==> src/rtl/mem_arb.sv <==
// mem_arb: single-port memory arbiter between instruction fetch and the LSU,
// LSU-first with a starvation bound for fetch and flush-aware fetch responses.
module mem_arb #(
    parameter int XLEN       = 32,
    parameter int STARVE_LIM = 4
) (
    input  logic            clk,
    input  logic            reset_n,
    input  logic            if_req_v_i,
    input  logic [XLEN-1:0] if_adr_i,
    input  logic            flush_i,
    output logic            if_gnt_o,
    output logic            if_rsp_v_o,
    output logic [XLEN-1:0] if_rdata_o,
    input  logic            lsu_req_v_i,
    input  logic [XLEN-1:0] lsu_adr_i,
    input  logic            lsu_is_store_i,
    input  logic [XLEN-1:0] lsu_wdata_i,
    input  logic [2:0]      lsu_size_i,
    output logic            lsu_gnt_o,
    output logic            lsu_rsp_v_o,
    output logic [XLEN-1:0] lsu_rdata_o,
    output logic            stall_o,
    output logic            mem_req_v_o,
    output logic [XLEN-1:0] mem_adr_o,
    output logic            mem_we_o,
    output logic [XLEN-1:0] mem_wdata_o,
    output logic [2:0]      mem_size_o,
    input  logic            mem_ready_i,
    input  logic [XLEN-1:0] mem_rdata_i
);
    localparam int SW = $clog2(STARVE_LIM + 1);
    typedef enum logic [1:0] {IDLE, BUSY_IF, BUSY_LSU} state_t;
    state_t          r_state, w_state_nxt;
    logic [SW-1:0]   r_starve;
    logic            r_drop, r_we, r_if_rsp_v, r_lsu_rsp_v;
    logic [XLEN-1:0] r_adr, r_wdata, r_if_rdata, r_lsu_rdata;
    logic [2:0]      r_size;
    logic            w_busy, w_done, w_arb, w_fetch_ok, w_fetch_pri;
    logic            w_if_gnt, w_lsu_gnt, w_if_rsp, w_lsu_rsp;

    always_ff @(posedge clk) r_state <= reset_n ? w_state_nxt : IDLE;

    // Arbitration happens when idle or in the completion cycle, so a waiting
    // requester follows the previous transaction with no bubble.
    always_comb begin
        w_busy      = r_state != IDLE;
        w_done      = w_busy & mem_ready_i;
        w_arb       = reset_n & (~w_busy | mem_ready_i);
        w_fetch_ok  = if_req_v_i & ~flush_i;
        w_fetch_pri = r_starve == SW'(STARVE_LIM);
        w_if_gnt    = w_arb & w_fetch_ok & (~lsu_req_v_i | w_fetch_pri);
        w_lsu_gnt   = w_arb & lsu_req_v_i & ~(w_fetch_ok & w_fetch_pri);
        w_if_rsp    = w_done & (r_state == BUSY_IF) & ~(r_drop | flush_i);
        w_lsu_rsp   = w_done & (r_state == BUSY_LSU);
        w_state_nxt = w_if_gnt ? BUSY_IF : w_lsu_gnt ? BUSY_LSU : w_done ? IDLE : r_state;
    end

    always_ff @(posedge clk) begin
        if (!reset_n) begin
            r_starve    <= '0;
            r_drop      <= 1'b0;
            r_adr       <= '0;
            r_we        <= 1'b0;
            r_wdata     <= '0;
            r_size      <= 3'b000;
            r_if_rsp_v  <= 1'b0;
            r_if_rdata  <= '0;
            r_lsu_rsp_v <= 1'b0;
            r_lsu_rdata <= '0;
        end else begin
            r_starve    <= (w_if_gnt | ~if_req_v_i) ? '0 :
                           (flush_i | w_fetch_pri) ? r_starve : r_starve + 1'b1;
            r_drop      <= (r_state == BUSY_IF) & ~mem_ready_i & (r_drop | flush_i);
            r_adr       <= w_if_gnt ? if_adr_i : w_lsu_gnt ? lsu_adr_i : w_done ? '0 : r_adr;
            r_we        <= w_if_gnt ? 1'b0 : w_lsu_gnt ? lsu_is_store_i : w_done ? 1'b0 : r_we;
            r_wdata     <= w_if_gnt ? '0 : w_lsu_gnt ? lsu_wdata_i : w_done ? '0 : r_wdata;
            r_size      <= w_if_gnt ? 3'b010 : w_lsu_gnt ? lsu_size_i : w_done ? 3'b000 : r_size;
            r_if_rsp_v  <= w_if_rsp;
            r_if_rdata  <= w_if_rsp ? mem_rdata_i : '0;
            r_lsu_rsp_v <= w_lsu_rsp;
            r_lsu_rdata <= (w_lsu_rsp & ~r_we) ? mem_rdata_i : '0;
        end
    end

    assign if_gnt_o    = w_if_gnt;
    assign lsu_gnt_o   = w_lsu_gnt;
    assign stall_o     = lsu_req_v_i & ~w_lsu_gnt;
    assign if_rsp_v_o  = r_if_rsp_v;
    assign if_rdata_o  = r_if_rdata;
    assign lsu_rsp_v_o = r_lsu_rsp_v;
    assign lsu_rdata_o = r_lsu_rdata;
    assign mem_req_v_o = w_busy;
    assign mem_adr_o   = r_adr;
    assign mem_we_o    = r_we;
    assign mem_wdata_o = r_wdata;
    assign mem_size_o  = r_size;
endmodule

==> config.mk <==
export PLATFORM = sky130hd
export DESIGN_NAME = mem_arb
export DESIGN_NICKNAME = d
export VERILOG_FILES = /design/src/rtl/mem_arb.sv
export SDC_FILE = /design/constraint.sdc
export NUM_CORES = 1
export LEC_CHECK = 0
export CAP_MARGIN = 20
export CORE_AREA = 2 2 101 142
export DETAILED_ROUTE_END_ITERATION = 10
export DIE_AREA = 0 0 103 144
export PLACE_DENSITY = 0.89
export SETUP_SLACK_MARGIN = 0.15
export SLEW_MARGIN = 5
export SYNTH_ARGS = -nofsm -noshare
export SYNTH_HDL_FRONTEND = slang
export SYNTH_SLANG_ARGS = --single-unit
==> constraint.sdc <==
create_clock -name clk -period 2.6 [get_ports clk]
set_input_delay 0.52 -clock clk [delete_from_list [all_inputs] [get_ports clk]]
set_output_delay 0.52 -clock clk [all_outputs]
set_load 0.01 [all_outputs]
==> impl_results.md, run 1 <==
- Syn_nets: 708
- IO Pins: 276
- Dpl cell area: 8360 sq um
- Most used flip-flop cell after synthesis: dfxtp_1
- CP max stage cell: dfxtp_4
- Crit Path Max Fanout: 4
- Clock Skew: 11.5 ps
- Clock Sinks: 140
- Vias per cell: 5.06
- TritonRoute pass-1 iters: 6
- Initial Util: 39.2%
- Maximum clock rate: 414 MHz
- Crit. Startpoint: r_starve[0]
- Final Hold Vio Count: 0
- Antenna violations before repair: 0
- Gate count of the mapped netlist: 568
- Die Wd: 103 um
- EDFF count, synth: 0
- Die Y-Extent: 144 um
- Num CTS Buffers: 17
- Die area: 14800 sq um
- Critical path cell sequence: inv_2 > ha_4 > and4b_2 > nor4_4 > buf_4 > buf_6 > nor2_4 > buf_6
- Most frequent cell on the critical path: buf_6
- First-pass GRT wire length: 25300 um
- Setup ws final: 187 ps
- Clock slew at reported path FFs: 70 ps
- RSZ-0062 raised after global routing: no
- Most common cell in the netlist: dfxtp_1
- Gr usage total: 22.0%
- Layout Area Growth over Synthesis: 68.8%
- Antenna-violating nets left: 0
- Core Rows: 51
- Part of the Yosys area used for sequential elements: 52.4%
- Core Area: 13700 sq um
- #FFs+latches synth: 140
- Mapped Area: 5350 sq um
- Clock insertion delay at the later pin of the skew report: 410 ps
- Share of the synthesized area in the top cell type: 52.4%
- Root Buffer: clkbuf_16
- Top post-synthesis cells by count: 140 x dfxtp_1, 70 x inv_1, 64 x and2_1
- Global placer's final weighted congestion: 0.811
- Drt drc: 0
- Largest net degree at the start of global routing: 47
- Max-slew headroom at the worst pin: 51.0%
- Final max-slew violation count: 0
- Port Buffers: 275
- Pwr/cell area: 615 nW/um^2
- # hold bufs at CTS: 0
- Yosys warning count: 0
- Area leader, netlist: dfxtp_1
- CP startpoint kind: flip-flop
- Fin area: 9030 sq um
- Max-capacitance violation count: 0
- Fin nets: 978
- Grt total ovfl: 0
- Reg2reg start: r_starve[0]
- Netlist cell types: 37
- Share of layout cells above drive strength 1: 9.64%
- Actual slew at the worst max-slew pin: 733 ps
- Post-DR wirelength/cell: 16.2 um
- Max stage delay on crit path: 370 ps
- CTS Buffer Depth: 2
- Via Count: 5243
- Post-synth ARST share: 0%
- CP arrival: 1890 ps
- CP Capture Type: output pin
- Status: completed
- Initial DRC count: 281
- Syn Area/Cell: 9.42 sq um
- Final period util: 92.8%
- Pre-CTS setup slack: -36.2 ps
- Maximum VDD drop: 0.000431 V
- CP Class: flip-flop to output pin
- Area contributors post-synth: dfxtp_1 52%, and2_1 7.5%, a222oi_1 6.0%
- CTS tree: done
- Hold_sp: mem_size_o[1]
- Antenna diode count: 0
- Post-DP HPWL: 11700 um
- Critical Path RT: 2080 ps
- Post-Route WL: 16700 um
- HP Class: flip-flop to flip-flop
- Final setup viols: 0
- CTS H-tree depth: 4
- Minimum clock period: 2410 ps
- Vias in the first global route: 5074
- P_leak: 3.60 nW
area by class of cell:
class / count / area (sq um)
inverter: 70 / 263
sequential: 140 / 2810
timing repair buffer: 306 / 3040
tap: 185 / 231
clock buffer: 17 / 425
clock inverter: 15 / 176
fill: 1050 / 4620
multi-input combinational: 303 / 2090
placed cells by master (no fill, tap or decap), types with 32 or more instances in the layout:
| cell | count |
|---|---|
| a21oi_1 | 38 |
| a222oi_1 | 32 |
| and2_1 | 64 |
| clkdlybuf4s50_1 | 270 |
| dfxtp_1 | 138 |
| inv_1 | 69 |
| nand2_1 | 37 |
| nand3_1 | 32 |
| o211ai_1 | 35 |
| or4_1 | 35 |
worst max-delay path: cells and delay by family, from the launching register on:
family                   cells  cell delay, ps
AND/OR/NAND/NOR              3             510
flip-flops                   1             370
adder cells (fa/ha/maj)      1             150
buffers and inverters        4             450
layer usage:
metal | share of wire (%) | routed length (um) | track usage (%) | vias up
li1 | - | - | - | 2531
met1 | 35 | 5910 | 23.5 | 2410
met2 | 52 | 8790 | 38.8 | 266
met3 | 9.2 | 1530 | 7.49 | 36
met4 | 3.0 | 510 | 9.21 | 0
met5 | 0 | 0 | 0 | -
where the power goes:
group	leakage [nW]	switching [W]	internal [W]
clock network	0.292	0.00106	0.00138
registers	1.14	0.0000526	0.00225
logic	2.16	0.000337	0.000489
metrics by stage:
stage | power [W] | setup TNS, ps | util [%] | hold slack (ps) | cells
final | 0.00556 | 0 | 66.1 | 469 | 1036
after floorplan | 0.00266 | 0 | - | 471 | 568
after global routing | 0.00579 | 0 | 66.1 | 494 | 1036
after detailed placement | 0.00317 | -80.6 | 61.2 | 460 | 999
after CTS | 0.00560 | 0 | 65.7 | 471 | 1032
after global placement | 0.00315 | -71.2 | 61.2 | 442 | 999
worst paths after layout:
path,end,slack [ps],cells past startpoint
hold / removal,mem_size_o[1],470,2
hold reg to reg,mem_size_o[1],470,2
setup / recovery,stall_o,190,8
setup reg to reg,mem_wdata_o[19],650,7
cell families (layout without fill, tap and decap cells):
family,count (synthesis),after routing,synth area share (%)
simple gates,186,186,21.0
flops,140,140,52.4
buf+inv,125,408,9.80
compound gates,113,113,16.0
fa+ha+maj,2,2,0.468
xor+xnor,1,1,0.164
mux,1,1,0.187
state kept, by name, indices dropped and copies added, names as in the netlist:
register     cells
r_starve         3
r_drop           1
if_rdata_o      32
r_state          2
lsu_rdata_o     32
lsu_rsp_v_o      1
if_rsp_v_o       1
mem_wdata_o     32
mem_adr_o       32
mem_size_o       3
mem_we_o         1
what timing repair did:
action / CTS / global route
pin swaps: 0 / 3
buffers inserted: 1 / 4
endpoints found under the setup margin: 3 / 1
gates resized for setup: 4 / 13
(Power assumes the default switching activity.)
==> run 2, diff against run 1 <==
CORE_AREA = 2 2 119 121   (was 2 2 101 142)
DIE_AREA = 0 0 121 123   (was 0 0 103 144)
==> impl_results.md, run 2 (same netlist as run 1, synthesis figures left out) <==
- Worst Reg-to-Reg Cells: 6 (-1)
- Clock Skew: 7.91 ps (-3.58 ps)
- Final Hold Vio Count: 0 (unchanged)
- Flop-to-flop setup slack: 640 ps (about the same)
- Post-DP HPWL: 11200 um (-4.5%)
- Status: completed
- Multi-input gate area: 2080 sq um (-0.84%)
- Initial Util: 39.3% (+0.13 points)
- HP Class: flip-flop to flip-flop
- Grt total ovfl: 0 (unchanged)
- Via Count: 5175 (-1.3%)
- Fin util: 65.2% (-0.92 points)
- Setup_tns: 0 ps (unchanged)
- Antenna violations before repair: 0 (unchanged)
- Vias per cell: 5.06 (about the same)
- Antenna diode count: 0 (unchanged)
- Most common cell after layout, fill and taps aside: clkdlybuf4s50_1
- Maximum VDD drop: 0.000376 V (-13%)
- Max-capacitance violation count: 0 (unchanged)
- Die Y-Extent: 123 um (-15%)
- Largest net degree at the start of global routing: 73 (+55%)
- First-pass GRT wire length: 24500 um (-3.2%)
- Core Rows: 43 (-16%)
- Final period util: 89.9% (-2.9 points)
- Most frequent cells in the layout: 270 x clkdlybuf4s50_1, 138 x dfxtp_1, 70 x inv_1, 64 x and2_1, 38 x a21oi_1
- Root Buffer: clkbuf_16
- Share of layout cells above drive strength 1: 8.66% (-0.98 points)
- Hold_sp: mem_size_o[1]
- Max-slew headroom at the worst pin: 47.5% (-3.5 points)
- Gr usage total: 21.3% (-0.70 points)
- Min-Delay Endpoint: mem_size_o[1]
- Pwr/cell area: 615 nW/um^2 (about the same)
- CP arrival: 1820 ps (-70 ps)
- P_leak: 3.51 nW (-2.4%)
- Core Area: 13600 sq um (-0.32%)
- CP startpoint kind: primary input
- TritonRoute pass-1 iters: 8 (+2)
- Layout Area Growth over Synthesis: 65.9%
- Reg2reg start: r_starve[1]
- Initial DRC count: 392 (+40%)
- Maximum clock rate: 428 MHz (+3.2%)
- CTS H-tree depth: 4 (unchanged)
- Die Wd: 121 um (+17%)
- # hold bufs at CTS: 0 (unchanged)
- Register area: 2810 sq um (about the same)
- Actual slew at the worst max-slew pin: 788 ps (+55.0 ps)
- Fill count: 1098 (+4.6%)
- CP Capture Type: output pin
- Final max-slew violation count: 0 (unchanged)
- Crit Path Max Fanout: 3 (-1)
- RSZ-0062 raised after global routing: no
- IO Pins: 276 (unchanged)
- Drt drc: 0 (unchanged)
- Minimum clock period: 2340 ps (-74.9 ps)
- Worst Hold Depth: 2 (unchanged)
- RR Endpoint: mem_wdata_o[20]
- Final Total Pwr: 0.00546 W (-1.8%)
- CTS Buffer Depth: 2 (unchanged)
- Num CTS Buffers: 17 (unchanged)
- Global placer's final weighted congestion: 0.753 (-7.2%)
- Port Buffers: 275 (unchanged)
- CP Class: primary input to output pin
- Post-Route WL: 16000 um (-4.3%)
- Clock slew at reported path FFs: 60 ps (about the same)
- Clock insertion delay at the later pin of the skew report: 420 ps (about the same)
- Post-DR wirelength/cell: 15.7 um (-3.1%)
- Antenna-violating nets left: 0 (unchanged)
- Clock Sinks: 140 (unchanged)
- CTS tree: done
- Vias in the first global route: 4820 (-5.0%)
- Critical Path RT: 2080 ps (about the same)
- Fin nets: 970 (-0.82%)
- Die area: 14900 sq um (+0.34%)
- Final setup viols: 0 (unchanged)
==> run 2: cell type report <==
class	instances	share of cell area, %
Multi-Input combinational cell	303	23.4
Timing Repair Buffer	298	33.0
Sequential cell	140	31.6
Tap cell	180	2.54
Clock buffer	17	4.79
Clock inverter	15	1.71
Inverter	70	2.96
==> run 2: timing repair <==
| item | CTS | global route |
|---|---|---|
| buffers inserted | 3 | 1 |
| setup endpoints to repair | 3 | 2 |
| hold endpoints to repair | 0 | 0 |
| resized for setup | 10 | 2 |
| pin swaps | 2 | 1 |
==> run 2: routing by layer <==
metal,wire length [um],track usage (%),share of wire [%],up-vias
li1,-,-,-,2519
met1,6130,23.0,38,2396
met2,8210,37.8,51,236
met3,1380,7.52,8.6,24
met4,297,8.72,1.9,0
met5,0,0,0,-
==> run 2: worst max path at each step <==
| stage | from | slack [ps] | depth (start not counted) | endpoint |
|---|---|---|---|---|
| after CTS | r_starve[1] | 120 | 6 | lsu_gnt_o |
| after global placement | flush_i | -100 | 4 | lsu_gnt_o |
| after detailed placement | flush_i | -110 | 4 | lsu_gnt_o |
| after floorplan | reset_n | 510 | 5 | stall_o |
| final | mem_ready_i | 260 | 4 | if_gnt_o |
| after global routing | mem_ready_i | 200 | 4 | if_gnt_o |
==> run 2: report_power, final <==
group          internal, W  switching, W
logic             0.000479      0.000333
registers          0.00225     0.0000505
clock network      0.00135       0.00100
==> run 2: per-stage QoR <==
step                      hold slack, ps  cells  instance area (sq um)  setup WS, ps
after floorplan                      471    568                   5350           513
after global placement               447    987                   8280         -95.7
after detailed placement             463    987                   8280          -113
after CTS                            472   1022                   8870           121
after global routing                 504   1023                   8880           203
final                                465   1023                   8880           262
==> run 2: critical path, cell delays in order <==
cell and delay (ps):
clkdlybuf4s50_1 480, o21ba_4 180, nor4_4 300, dlygate4sd2_1 330
